$ cat config.mk
export PLATFORM = sky130hd
export DESIGN_NAME = char_box_scan_ctrl
export DESIGN_NICKNAME = d
export VERILOG_FILES = /design/src/rtl/digit_rec_pkg.sv /design/src/rtl/seq_udiv_const3.sv /design/src/rtl/char_box_scan_ctrl.sv
export SDC_FILE = /design/constraint.sdc
export NUM_CORES = 1
export LEC_CHECK = 0
export ABC_AREA = 0
export CORE_UTILIZATION = 35
export CTS_CLUSTER_DIAMETER = 80
export CTS_CLUSTER_SIZE = 10
export DETAILED_ROUTE_END_ITERATION = 16
export GPL_TIMING_DRIVEN = 0
export PLACE_DENSITY_LB_ADDON = 0.1
export SLEW_MARGIN = 20
export SYNTH_ARGS = -nofsm -noshare
export SYNTH_HDL_FRONTEND = slang
export SYNTH_HIERARCHICAL = 1
export SYNTH_SLANG_ARGS = --single-unit
export TNS_END_PERCENT = 10
$ cat constraint.sdc
create_clock -name clk -period 3.4 [get_ports clk]
set_input_delay 0.68 -clock clk [delete_from_list [all_inputs] [get_ports clk]]
set_output_delay 0.68 -clock clk [all_outputs]
set_load 0.01 [all_outputs]
$ cat src/rtl/digit_rec_pkg.sv
// Shared definitions for the digit-recognition datapath: coordinate width, controller states
// and the default pixel/sync polarities.
package digit_rec_pkg;

    localparam int unsigned CW = 12;

    localparam logic FG_DEFAULT     = 1'b0;
    localparam logic VS_POL_DEFAULT = 1'b1;

    typedef enum logic [1:0] {
        StIdle,
        StScan,
        StCalc
    } scan_state_e;

    // Evaluated at 32 bits so a zero lower bound never turns into a constant compare.
    function automatic logic in_range(input int unsigned v, input int unsigned lo,
                                      input int unsigned hi);
        return (v >= lo) && (v <= hi);
    endfunction

endpackage

$ cat src/rtl/seq_udiv_const3.sv
// Restoring divider by 3: one quotient bit per cycle, CW cycles from start to done.
// start wins over abort so a restart can be issued in the same cycle as the abort.
module seq_udiv_const3
    import digit_rec_pkg::*;
#(
    parameter int unsigned CW = digit_rec_pkg::CW
) (
    input  logic          clk,
    input  logic          rst_n,
    input  logic          start,
    input  logic [CW-1:0] dividend,
    input  logic          abort,
    output logic          busy,
    output logic          done,
    output logic [CW-1:0] quotient
);

    localparam int unsigned CNT_W = $clog2(CW);

    logic             busy_q, busy_d;
    logic             done_q, done_d;
    logic [CNT_W-1:0] cnt_q, cnt_d;
    logic [CW-1:0]    dvd_q, dvd_d;
    logic [CW-1:0]    quo_q, quo_d;
    logic [1:0]       rem_q, rem_d;
    logic [2:0]       trial;

    always_comb begin
        busy_d = busy_q;
        done_d = 1'b0;
        cnt_d  = cnt_q;
        dvd_d  = dvd_q;
        quo_d  = quo_q;
        rem_d  = rem_q;
        trial  = {rem_q, dvd_q[CW-1]};
        if (start) begin
            busy_d = 1'b1;
            cnt_d  = '0;
            dvd_d  = dividend;
            quo_d  = '0;
            rem_d  = '0;
        end else if (abort) begin
            busy_d = 1'b0;
        end else if (busy_q) begin
            dvd_d = {dvd_q[CW-2:0], 1'b0};
            if (trial >= 3'd3) begin
                rem_d = 2'(trial - 3'd3);
                quo_d = {quo_q[CW-2:0], 1'b1};
            end else begin
                rem_d = trial[1:0];
                quo_d = {quo_q[CW-2:0], 1'b0};
            end
            cnt_d = cnt_q + 1'b1;
            if (cnt_q == CNT_W'(CW - 1)) begin
                busy_d = 1'b0;
                done_d = 1'b1;
            end
        end
    end

    always_ff @(posedge clk or negedge rst_n) begin
        if (!rst_n) begin
            busy_q <= 1'b0;
            done_q <= 1'b0;
            cnt_q  <= '0;
            dvd_q  <= '0;
            quo_q  <= '0;
            rem_q  <= '0;
        end else begin
            busy_q <= busy_d;
            done_q <= done_d;
            cnt_q  <= cnt_d;
            dvd_q  <= dvd_d;
            quo_q  <= quo_d;
            rem_q  <= rem_d;
        end
    end

    assign busy     = busy_q;
    assign done     = done_q;
    assign quotient = quo_q;

endmodule

$ cat src/rtl/char_box_scan_ctrl.sv
// Per-frame bounding-box finder: accumulates foreground extents inside the ROI and publishes the
// box plus the 1/3 and 2/3 scan rows atomically CW+2 cycles after each frame edge.
module char_box_scan_ctrl
    import digit_rec_pkg::*;
#(
    parameter int unsigned CW     = digit_rec_pkg::CW,
    parameter logic        FG     = FG_DEFAULT,
    parameter logic        VS_POL = VS_POL_DEFAULT,
    parameter int unsigned ROI_X0 = 0,
    parameter int unsigned ROI_X1 = 479,
    parameter int unsigned ROI_Y0 = 0,
    parameter int unsigned ROI_Y1 = 271,
    parameter int unsigned MIN_W  = 4,
    parameter int unsigned MIN_H  = 8
) (
    input  logic          clk,
    input  logic          rst_n,
    input  logic [CW-1:0] x,
    input  logic [CW-1:0] y,
    input  logic          i_vs,
    input  logic          i_de,
    input  logic          i_th,
    output logic [CW-1:0] char_up,
    output logic [CW-1:0] char_down,
    output logic [CW-1:0] char_left,
    output logic [CW-1:0] char_right,
    output logic [CW-1:0] row_scanf_line1,
    output logic [CW-1:0] row_scanf_line2,
    output logic          box_valid,
    output logic          box_upd,
    output logic          calc_ovr
);

    scan_state_e state_q, state_d;

    logic vs_q;
    logic frame_edge;

    logic [CW-1:0] min_x_q, min_x_d, max_x_q, max_x_d;
    logic [CW-1:0] min_y_q, min_y_d, max_y_q, max_y_d;
    logic          found_q, found_d;

    logic [CW-1:0] snap_min_x_q, snap_max_x_q, snap_min_y_q, snap_max_y_q;
    logic          snap_found_q;

    logic [CW-1:0] up_q, down_q, left_q, right_q, line1_q, line2_q;
    logic          box_valid_q, box_upd_q, calc_ovr_q;

    logic          pix_ok, acc_en, acc_clr, snap_en, write_en, ovr_set;
    logic          div_start, div_abort, div_busy, div_done;
    logic [CW-1:0] div_quotient;
    logic [CW-1:0] snap_w, snap_h;
    logic          frame_valid;

    assign frame_edge = (i_vs == VS_POL) && (vs_q != VS_POL);

    assign pix_ok = i_de && (i_th == FG)
                    && in_range(32'(x), ROI_X0, ROI_X1)
                    && in_range(32'(y), ROI_Y0, ROI_Y1);

    // A pixel coincident with the edge belongs to the frame that is just starting.
    assign acc_en = (state_q != StIdle) || frame_edge;

    always_comb begin
        state_d   = state_q;
        acc_clr   = 1'b0;
        snap_en   = 1'b0;
        div_start = 1'b0;
        div_abort = 1'b0;
        write_en  = 1'b0;
        ovr_set   = 1'b0;
        unique case (state_q)
            StIdle: begin
                if (frame_edge) begin
                    acc_clr = 1'b1;
                    state_d = StScan;
                end
            end
            StScan: begin
                if (frame_edge) begin
                    acc_clr   = 1'b1;
                    snap_en   = 1'b1;
                    div_start = 1'b1;
                    state_d   = StCalc;
                end
            end
            StCalc: begin
                if (frame_edge) begin
                    acc_clr   = 1'b1;
                    snap_en   = 1'b1;
                    div_start = 1'b1;
                    div_abort = 1'b1;
                    ovr_set   = 1'b1;
                end else if (div_done && !div_busy) begin
                    write_en = 1'b1;
                    state_d  = StScan;
                end
            end
            default: state_d = StIdle;
        endcase
    end

    always_comb begin
        min_x_d = acc_clr ? '1 : min_x_q;
        max_x_d = acc_clr ? '0 : max_x_q;
        min_y_d = acc_clr ? '1 : min_y_q;
        max_y_d = acc_clr ? '0 : max_y_q;
        found_d = acc_clr ? 1'b0 : found_q;
        if (pix_ok && acc_en) begin
            if (x < min_x_d) min_x_d = x;
            if (x > max_x_d) max_x_d = x;
            if (y < min_y_d) min_y_d = y;
            if (y > max_y_d) max_y_d = y;
            found_d = 1'b1;
        end
    end

    always_ff @(posedge clk or negedge rst_n) begin
        if (!rst_n) begin
            state_q <= StIdle;
            vs_q    <= ~VS_POL;
            min_x_q <= '1;
            max_x_q <= '0;
            min_y_q <= '1;
            max_y_q <= '0;
            found_q <= 1'b0;
        end else begin
            state_q <= state_d;
            vs_q    <= i_vs;
            min_x_q <= min_x_d;
            max_x_q <= max_x_d;
            min_y_q <= min_y_d;
            max_y_q <= max_y_d;
            found_q <= found_d;
        end
    end

    always_ff @(posedge clk or negedge rst_n) begin
        if (!rst_n) begin
            snap_min_x_q <= '0;
            snap_max_x_q <= '0;
            snap_min_y_q <= '0;
            snap_max_y_q <= '0;
            snap_found_q <= 1'b0;
        end else if (snap_en) begin
            snap_min_x_q <= min_x_q;
            snap_max_x_q <= max_x_q;
            snap_min_y_q <= min_y_q;
            snap_max_y_q <= max_y_q;
            snap_found_q <= found_q;
        end
    end

    seq_udiv_const3 #(
        .CW(CW)
    ) u_div3 (
        .clk     (clk),
        .rst_n   (rst_n),
        .start   (div_start),
        .dividend(max_y_q - min_y_q),
        .abort   (div_abort),
        .busy    (div_busy),
        .done    (div_done),
        .quotient(div_quotient)
    );

    assign snap_w      = snap_max_x_q - snap_min_x_q;
    assign snap_h      = snap_max_y_q - snap_min_y_q;
    assign frame_valid = snap_found_q && (snap_w >= CW'(MIN_W)) && (snap_h >= CW'(MIN_H));

    always_ff @(posedge clk or negedge rst_n) begin
        if (!rst_n) begin
            up_q        <= '0;
            down_q      <= '0;
            left_q      <= '0;
            right_q     <= '0;
            line1_q     <= '0;
            line2_q     <= '0;
            box_valid_q <= 1'b0;
            box_upd_q   <= 1'b0;
            calc_ovr_q  <= 1'b0;
        end else begin
            box_upd_q  <= write_en;
            calc_ovr_q <= ovr_set;
            if (write_en) begin
                box_valid_q <= frame_valid;
                if (frame_valid) begin
                    up_q    <= snap_min_y_q;
                    down_q  <= snap_max_y_q;
                    left_q  <= snap_min_x_q;
                    right_q <= snap_max_x_q;
                    line1_q <= snap_min_y_q + div_quotient;
                    line2_q <= snap_max_y_q - div_quotient;
                end
            end
        end
    end

    assign char_up         = up_q;
    assign char_down       = down_q;
    assign char_left       = left_q;
    assign char_right      = right_q;
    assign row_scanf_line1 = line1_q;
    assign row_scanf_line2 = line2_q;
    assign box_valid       = box_valid_q;
    assign box_upd         = box_upd_q;
    assign calc_ovr        = calc_ovr_q;

endmodule

## Word-level counts from Yosys, hierarchy flattened

Index checks and enable logic that the tools add are counted.

| operators by class | value |
|---|---|
| add/subtract/negate cells | 7 |
| multiply operators | 0 |
| div/mod/pow operators | 0 |
| $lt $le $gt $ge | 9 |
| eq/ne operators | 8 |
| shifts and indexed selects | 0 |
| multiplexer cells | 48 |
| bitwise gates (word level) | 2 |
| reductions and logical operators | 19 |

Operators with widths:

| cell | count |
|---|---|
| $mux 12 | 18 |
| $sub 12x12->12 | 4 |
| $gt 12x12->1 | 2 |
| $le 12x9->1 const B | 2 |
| $lt 12x12->1 | 2 |
| $mux 1 | 18 |
| $mux 2 | 8 |
| $add 12x12->12 | 1 |
| $ge 12x3->1 const B | 1 |
| $ge 12x4->1 const B | 1 |
| $mux 4 | 3 |
| $logic_and 1x1->1 | 8 |
| $ne 2x2->1 const B | 4 |
| $pmux 2 s3 | 1 |
| $reduce_bool 2->1 | 3 |
| $add 4x1->4 const B | 1 |
| $eq 4x4->1 const B | 1 |
| $reduce_and 2->1 | 2 |
| $reduce_and 4->1 | 1 |
| $ge 3x2->1 const B | 1 |
| $reduce_or 3->1 | 1 |
| $eq 2x1->1 const B | 1 |
| $eq 2x2->1 const B | 1 |
| $logic_not 2->1 | 1 |
| 6 further kinds | 7 |

| word-level totals | value |
|---|---|
| register bits after elaboration | 208 |
| latch bits | 0 |
| RAM bits | 0 |
| memory bits (read-only) | 0 |
| input port bits | 29 |
| output and inout port bits | 75 |
| memories kept | 0 |

## Longest topological paths before layout

Gate-level depths: netlist of run 1.

| logic depth | value |
|---|---|
| depth after elaboration | 8 |
| depth in mapped cells | 16 |
| gate-level depth less buffers | 13 |

## Cells and area by module

Netlist of run 1, hierarchy kept.

By module, submodules not included:

| module | instances | cells each | area each (µm²) | seq. area each (µm²) |
|---|---|---|---|---|
| char_box_scan_ctrl | 1 | 995 | 10,727.8 | 4,434.3 |
| seq_udiv_const3 | 1 | 141 | 1,408.9 | 800.8 |

## Worst setup path after synthesis of run 1

No wires, ideal clock.

| path | value |
|---|---|
| path kind | input -> register |
| start | input i_vs |
| end | register max_y_q[4] |
| arrival | 3.198 ns |
| required time | 3.317 ns |
| slack | 0.119 ns |
| cell stages on the path | 15 |
| cells stage by stage | nor2b_1 > nand2b_1 > clkbuf_1 > clkbuf_1 > buf_1 > nand2_1 > ha_1 > a21o_1 > a21o_1 > a21oi_1 > o21ai_0 > o21ai_0 > clkbuf_1 > nand3_1 > o21ai_0 |

| between the ends | value |
|---|---|
| longest elaborated chain between the ends | 7 |
| elaborated cells on any way between the ends | 9 |
| classes of those cells | 1 x order compare; 5 x mux; 3 x reduce/logical |

RTL lines:

| what | RTL line | source |
|---|---|---|
| start, declared | char_box_scan_ctrl.sv:20 | `input logic i_vs,` |
| $logic_and 1x1->1 * | char_box_scan_ctrl.sv:55 | `assign frame_edge = (i_vs == VS_POL) && (vs_q != VS_POL);` |
| $mux 1 | char_box_scan_ctrl.sv:74, char_box_scan_ctrl.sv:80, char_box_scan_ctrl.sv:88 |  |
| $mux 1 | n/a |  |
| $mux 12 | char_box_scan_ctrl.sv:107 | `max_y_d = acc_clr ? '0 : max_y_q;` |
| $gt 12x12->1 | char_box_scan_ctrl.sv:113 | `if (y > max_y_d) max_y_d = y;` |
| $mux 12 | char_box_scan_ctrl.sv:113 |  |
| $mux 12 * | char_box_scan_ctrl.sv:109 | `if (pix_ok && acc_en) begin` |
| via max_y_d[4] | char_box_scan_ctrl.sv:40 | `logic [CW-1:0] min_y_q, min_y_d, max_y_q, max_y_d;` |
| end signal, assigned | char_box_scan_ctrl.sv:133 | `max_y_q <= max_y_d;` |
| end, declared | char_box_scan_ctrl.sv:40 |  |

The timed path passes the listed nets; every way through them passes the cells marked *.
A chain may end at the register's enable or synchronous reset.

## Worst setup path in the final report of run 1

| path | value |
|---|---|
| start | register snap_max_x_q[0] |
| end | register right_q[6], in the netlist char_right[6] |

| between the ends | value |
|---|---|
| longest elaborated chain between the ends | 5 |

RTL lines:

| what | RTL line | source |
|---|---|---|
| start, declared | char_box_scan_ctrl.sv:43 | `logic [CW-1:0] snap_min_x_q, snap_max_x_q, snap_min_y_q, snap_max_y_q;` |
| start signal, assigned | char_box_scan_ctrl.sv:147 | `snap_max_x_q <= max_x_q;` |
| $sub 12x12->12 | char_box_scan_ctrl.sv:167 | `assign snap_w = snap_max_x_q - snap_min_x_q;` |
| $ge 12x3->1 | char_box_scan_ctrl.sv:169 | `assign frame_valid = snap_found_q && (snap_w >= CW'(MIN_W)) && (snap_h >= CW'(MIN_H));` |
| $logic_and 1x1->1 (2 in series) | char_box_scan_ctrl.sv:169 |  |
| $reduce_and 2->1 (no source line) | n/a |  |
| end signal, assigned | char_box_scan_ctrl.sv:191 | `right_q <= snap_max_x_q;` |
| end, declared | char_box_scan_ctrl.sv:46 | `logic [CW-1:0] up_q, down_q, left_q, right_q, line1_q, line2_q;` |

No other way between the ends.

==> results of run 1 <==
-- Yosys cell counts (all sizes together), types with 14 or more instances --
cell type,number
nand2,114
a21oi,57
clkbuf,22
mux2,96
dfstp,24
mux2i,27
a21o,27
xnor2,24
o21a,14
ha,107
inv,87
buf,15
o21ai,85
nor2b,25
nor2,53
nand4,16
xor2,14
nand3,16
dfrtp,184
-- logic make-up (layout without fill, tap and decap cells) --
family | count (synthesis) | count (layout) | synth area share (%)
and+or+nand+nor | 292 | 292 | 11.7
AOI/OAI and AO/OA | 239 | 239 | 12.4
DFF | 208 | 208 | 43.1
adders and majority gates | 112 | 112 | 11.9
buffers and inverters | 124 | 282 | 4.95
xor gates and xnor gates | 38 | 38 | 2.74
muxes | 123 | 123 | 13.2
-- power by group through the flow --
| stage | registers, mW | clock network (mW) | logic, mW |
|---|---|---|---|
| 2_1_floorplan | 3.04 | 0 | 2.14 |
| 3_3_place_gp | 3.24 | 0 | 2.78 |
| 3_5_place_dp | 3.25 | 0 | 2.81 |
| 4_1_cts | 3.21 | 2.57 | 2.85 |
| 5_1_grt | 3.24 | 2.67 | 3.24 |
| 6_report | 3.20 | 2.48 | 2.85 |
-- cell type report --
cell class	instances	area share (%)
Sequential cell	208	35.5
Multi-Input combinational cell	804	43.3
Inverter	87	2.21
Tap cell	448	3.80
Clock buffer	42	4.67
Clock inverter	3	0.288
Buffer	35	2.03
Timing Repair Buffer	115	8.25
-- worst max-delay path by stage --
stage,from,to,depth (start not counted)
floorplan,i_vs,max_y_q[4],15
global placement,rst_n,u_div3/dvd_q[8],1
detailed placement,i_vs,max_x_q[7],14
CTS,snap_max_x_q[0],char_right[4],14
global route,snap_max_x_q[0],char_right[0],14
finish,snap_max_x_q[0],char_right[6],14
-- through the flow --
step                instance area [µm²]  total power, mW  setup TNS (ns)
global placement                  13700             6.02        -1610.61
CTS                               14600             8.62          -10.28
detailed placement                13800             6.06          -85.62
global route                      14800             9.16          -13.90
finish                            14800             8.53           -4.00
floorplan                         12100             5.18               0
-- what timing repair did --
| item | CTS | global route |
|---|---|---|
| buffers inserted | 4 | 3 |
| gates cloned | 1 | 2 |
| gates resized for setup | 24 | 22 |
| endpoints found under the setup margin | 121 | 112 |
| pin swaps | 3 | 6 |
-- critical path, stage by stage (launching register included) --
cell	delay, ns
sky130_fd_sc_hd__dfrtp_1	0.38
sky130_fd_sc_hd__inv_2	0.08
sky130_fd_sc_hd__ha_4	0.13
sky130_fd_sc_hd__inv_2	0.04
sky130_fd_sc_hd__fa_2	0.42
sky130_fd_sc_hd__a211oi_2	0.30
sky130_fd_sc_hd__nor4b_2	0.09
sky130_fd_sc_hd__nor4_1	0.23
sky130_fd_sc_hd__or4b_4	0.51
sky130_fd_sc_hd__nor4_4	0.16
sky130_fd_sc_hd__nand4_1	0.20
sky130_fd_sc_hd__o2111ai_4	0.16
sky130_fd_sc_hd__buf_12	0.20
sky130_fd_sc_hd__clkbuf_16	0.18
sky130_fd_sc_hd__mux2_4	0.29
-- per-layer routing --
metal	GRT usage, %	share of wire [%]	wire length, µm	vias to the layer above
li1	-	-	-	4276
met1	27.9	51	16300	4211
met2	27.2	43	13600	158
met3	2.29	3.8	1220	33
met4	4.41	1.8	582	0
met5	0	0	0	-
==> flow_summary.html, run 1 <==
<table>
<tr><th>Metric</th><th>Value</th></tr>
<tr><th colspan="2">Power and ir drop</th></tr>
<tr><td>Switching part of the total</td><td>around 36%</td></tr>
<tr><td>Power per unit of standard cell area</td><td>578 nW/µm²</td></tr>
<tr><td>Static Leakage</td><td>~7.3 nW</td></tr>
<tr><td>Cell-internal power</td><td>between 5 and 6 mW</td></tr>
<tr><td>Worst voltage drop across the vdd grid</td><td>a little under 0.4 mV</td></tr>
<tr><td>Sw power</td><td>roughly 3 mW</td></tr>
<tr><td>Proportion of power drawn by the clock network</td><td>roughly 29%</td></tr>
<tr><td>Part of the power in registers</td><td>a little under two fifths</td></tr>
<tr><td>Part of the total power dissipated in combinational logic</td><td>33.4%</td></tr>
<tr><th colspan="2">Global route</th></tr>
<tr><td>Total congestion overflow after global routing</td><td>0</td></tr>
<tr><td>Number of global-route vias before repair</td><td>~8.7k</td></tr>
<tr><td>Maximum number of pins on one net before global-route repair</td><td>85</td></tr>
<tr><td>Initial antenna violation count</td><td>0</td></tr>
<tr><td>Global routing usage summed across all routing layers</td><td>a little under a fifth</td></tr>
<tr><td>Wire length of the first global-routing pass</td><td>around 50000 µm</td></tr>
<tr><th colspan="2">STA</th></tr>
<tr><td>Final worst setup slack</td><td>-0.0799 ns</td></tr>
<tr><td>Clock Skews</td><td>between 0.01 and 0.015 ns</td></tr>
<tr><td>RSZ-0062 raised after global routing</td><td>yes</td></tr>
<tr><td>Count of final hold-check violations</td><td>0</td></tr>
<tr><td>Worst rel slew slack</td><td>approximately half</td></tr>
<tr><td>Number of endpoints failing setup at the final stage</td><td>71</td></tr>
<tr><td>Fmax achieved</td><td>between 0.2 and 0.3 GHz</td></tr>
<tr><td>Share of the clock period used by the worst path after layout</td><td>102%</td></tr>
<tr><td>Measured slew at the worst slew-check pin</td><td>between 0.7 and 0.8 ns</td></tr>
<tr><td>Max-slew violations</td><td>0</td></tr>
<tr><td>Fin crit period</td><td>between 3 and 4 ns</td></tr>
<tr><td>Worst slack on hold paths</td><td>0.0457 ns</td></tr>
<tr><th colspan="2">Die</th></tr>
<tr><td>Height of the die</td><td>~190 µm</td></tr>
<tr><td>Initial core utilization</td><td>between 30% and 40%</td></tr>
<tr><td>Placement row count</td><td>67</td></tr>
<tr><td>I/O pin count</td><td>between 100 and 150</td></tr>
<tr><td>Core area</td><td>between 30000 and 40000 µm²</td></tr>
<tr><td>DIE AREA</td><td>35400 µm²</td></tr>
<tr><td>Horizontal die dimension</td><td>188 µm</td></tr>
<tr><th colspan="2">Place</th></tr>
<tr><td>Cell total after placement</td><td>roughly 1.7k</td></tr>
<tr><td>Routability Congestion</td><td>about 0.84</td></tr>
<tr><td>Number of port buffers</td><td>approximately 100</td></tr>
<tr><td>Pre-CTS worst setup slack</td><td>-1.38 ns</td></tr>
<tr><td>HPWL after detailed placement</td><td>about 24000 µm</td></tr>
<tr><th colspan="2">Synthesis</th></tr>
<tr><td>Most frequently used flop master after synthesis</td><td>sky130_fd_sc_hd__dfrtp_1</td></tr>
<tr><td>Async set-reset flop share out of synthesis</td><td>100%</td></tr>
<tr><td>Post-synth EDFFs</td><td>0</td></tr>
<tr><td>Number of synthesis warnings</td><td>6</td></tr>
<tr><td>Share of synthesized area occupied by flip-flops and latches</td><td>43.1%</td></tr>
<tr><td>Synthesized netlist net count</td><td>between 1k and 1.5k</td></tr>
<tr><td>Number of synthesized register bits</td><td>~210</td></tr>
<tr><td>Area fraction of the dominant cell type after synthesis</td><td>a little under two fifths</td></tr>
<tr><td>Average instance area after synthesis</td><td>between 10 and 15 µm²</td></tr>
<tr><td>Cell taking the most area after synthesis</td><td>sky130_fd_sc_hd__dfrtp_1</td></tr>
<tr><td>Biggest area contributors in the synthesized netlist</td><td>sky130_fd_sc_hd__dfrtp_1 (38%), sky130_fd_sc_hd__ha_1 (11%), sky130_fd_sc_hd__mux2_4 (8.2%)</td></tr>
<tr><td>Distinct cells, synth</td><td>70</td></tr>
<tr><td>Cells after Synth</td><td>around 1.1k</td></tr>
<tr><td>Cell area after technology mapping</td><td>12100 µm²</td></tr>
<tr><th colspan="2">Layout</th></tr>
<tr><td>Area occupied by multi-input gates</td><td>roughly 6400 µm²</td></tr>
<tr><td>Final Core Density</td><td>43.7%</td></tr>
<tr><td>Number of nets at the end of the flow</td><td>1417</td></tr>
<tr><td>Fraction of layout cells with a size suffix above 1</td><td>between 15 and 20%</td></tr>
<tr><td>Register area</td><td>about 5200 µm²</td></tr>
<tr><td>Post-route insts no fill</td><td>1742</td></tr>
<tr><td>Most common cell after layout, fill and taps aside</td><td>sky130_fd_sc_hd__dfrtp_1</td></tr>
<tr><td>Number of fill cells in the layout</td><td>roughly 3.2k</td></tr>
<tr><td>Syn-to-layout area delta</td><td>21.6%</td></tr>
<tr><td>Commonest cells after routing, fill and taps aside</td><td>sky130_fd_sc_hd__dfrtp_1 (183), sky130_fd_sc_hd__nand2_1 (114), sky130_fd_sc_hd__ha_1 (106)</td></tr>
<tr><td>Number of diodes</td><td>0</td></tr>
<tr><th colspan="2">Route</th></tr>
<tr><td>Number of search-and-repair iterations in the first detailed-routing pass</td><td>5</td></tr>
<tr><td>Antenna Violating Nets Remaining</td><td>0</td></tr>
<tr><td>Routed via count divided by cell count</td><td>4.98</td></tr>
<tr><td>Routed wire length</td><td>between 30000 and 40000 µm</td></tr>
<tr><td># DRC</td><td>0</td></tr>
<tr><td>First DRT Iteration DRCs</td><td>roughly 380</td></tr>
<tr><td>Via count of the routed design</td><td>a little under 9k</td></tr>
<tr><td>Average routed wire per standard cell</td><td>18.2 µm</td></tr>
<tr><th colspan="2">Clock tree</th></tr>
<tr><td>Max clock buf depth</td><td>3</td></tr>
<tr><td>Worst skew pair latency</td><td>0.52 ns</td></tr>
<tr><td>Clock transition at the registers of the reported paths</td><td>0.06 ns</td></tr>
<tr><td>Num Clock Sinks</td><td>roughly 210</td></tr>
<tr><td>CTS tree</td><td>done</td></tr>
<tr><td>Number of H-tree branching levels</td><td>1</td></tr>
<tr><td>Master cell of the clock root buffer</td><td>sky130_fd_sc_hd__clkbuf_16</td></tr>
<tr><td>Number of buffers created by CTS</td><td>25</td></tr>
<tr><td>Hold-fix buffers, CTS</td><td>0</td></tr>
<tr><th colspan="2">Flow run</th></tr>
<tr><td>Maxcap violations</td><td>0</td></tr>
<tr><th colspan="2">Worst setup path</th></tr>
<tr><td>Endpoint of the most critical register-to-register path</td><td>char_right[6]</td></tr>
<tr><td>Required arrival time at the worst endpoint</td><td>about 3.8 ns</td></tr>
<tr><td>Top fanout value on the critical path</td><td>7</td></tr>
<tr><td>Startpoint types</td><td>register</td></tr>
<tr><td>Path depth of the worst reg2reg path</td><td>14</td></tr>
<tr><td>Critical path class</td><td>reg -&gt; reg</td></tr>
<tr><td>R2R setup slack</td><td>-0.08 ns</td></tr>
<tr><td>Worst R2R Start</td><td>snap_max_x_q[0]</td></tr>
<tr><td>Kind of capture point of the worst setup path</td><td>register</td></tr>
<tr><td>Endpoint arrival time on the critical path</td><td>3.88 ns</td></tr>
<tr><th colspan="2">Outcome</th></tr>
<tr><td>Violated checks</td><td>setup timing</td></tr>
<tr><td>Run status</td><td>complete, but fails checks</td></tr>
<tr><th colspan="2">Min path</th></tr>
<tr><td>HP Class</td><td>in -&gt; async</td></tr>
</table>
(Power assumes the default switching activity.)
==> run 2, diff against run 1 <==
--- a/config.mk
+++ b/config.mk
@@ -6,6 +6,7 @@
 export NUM_CORES = 1
 export LEC_CHECK = 0
 export ABC_AREA = 0
+export CORE_MARGIN = 1
 export CORE_UTILIZATION = 35
 export CTS_CLUSTER_DIAMETER = 80
 export CTS_CLUSTER_SIZE = 10
==> results of run 2 <==
Same layout as run 1: the final DEF is identical, and so are final timing and power.
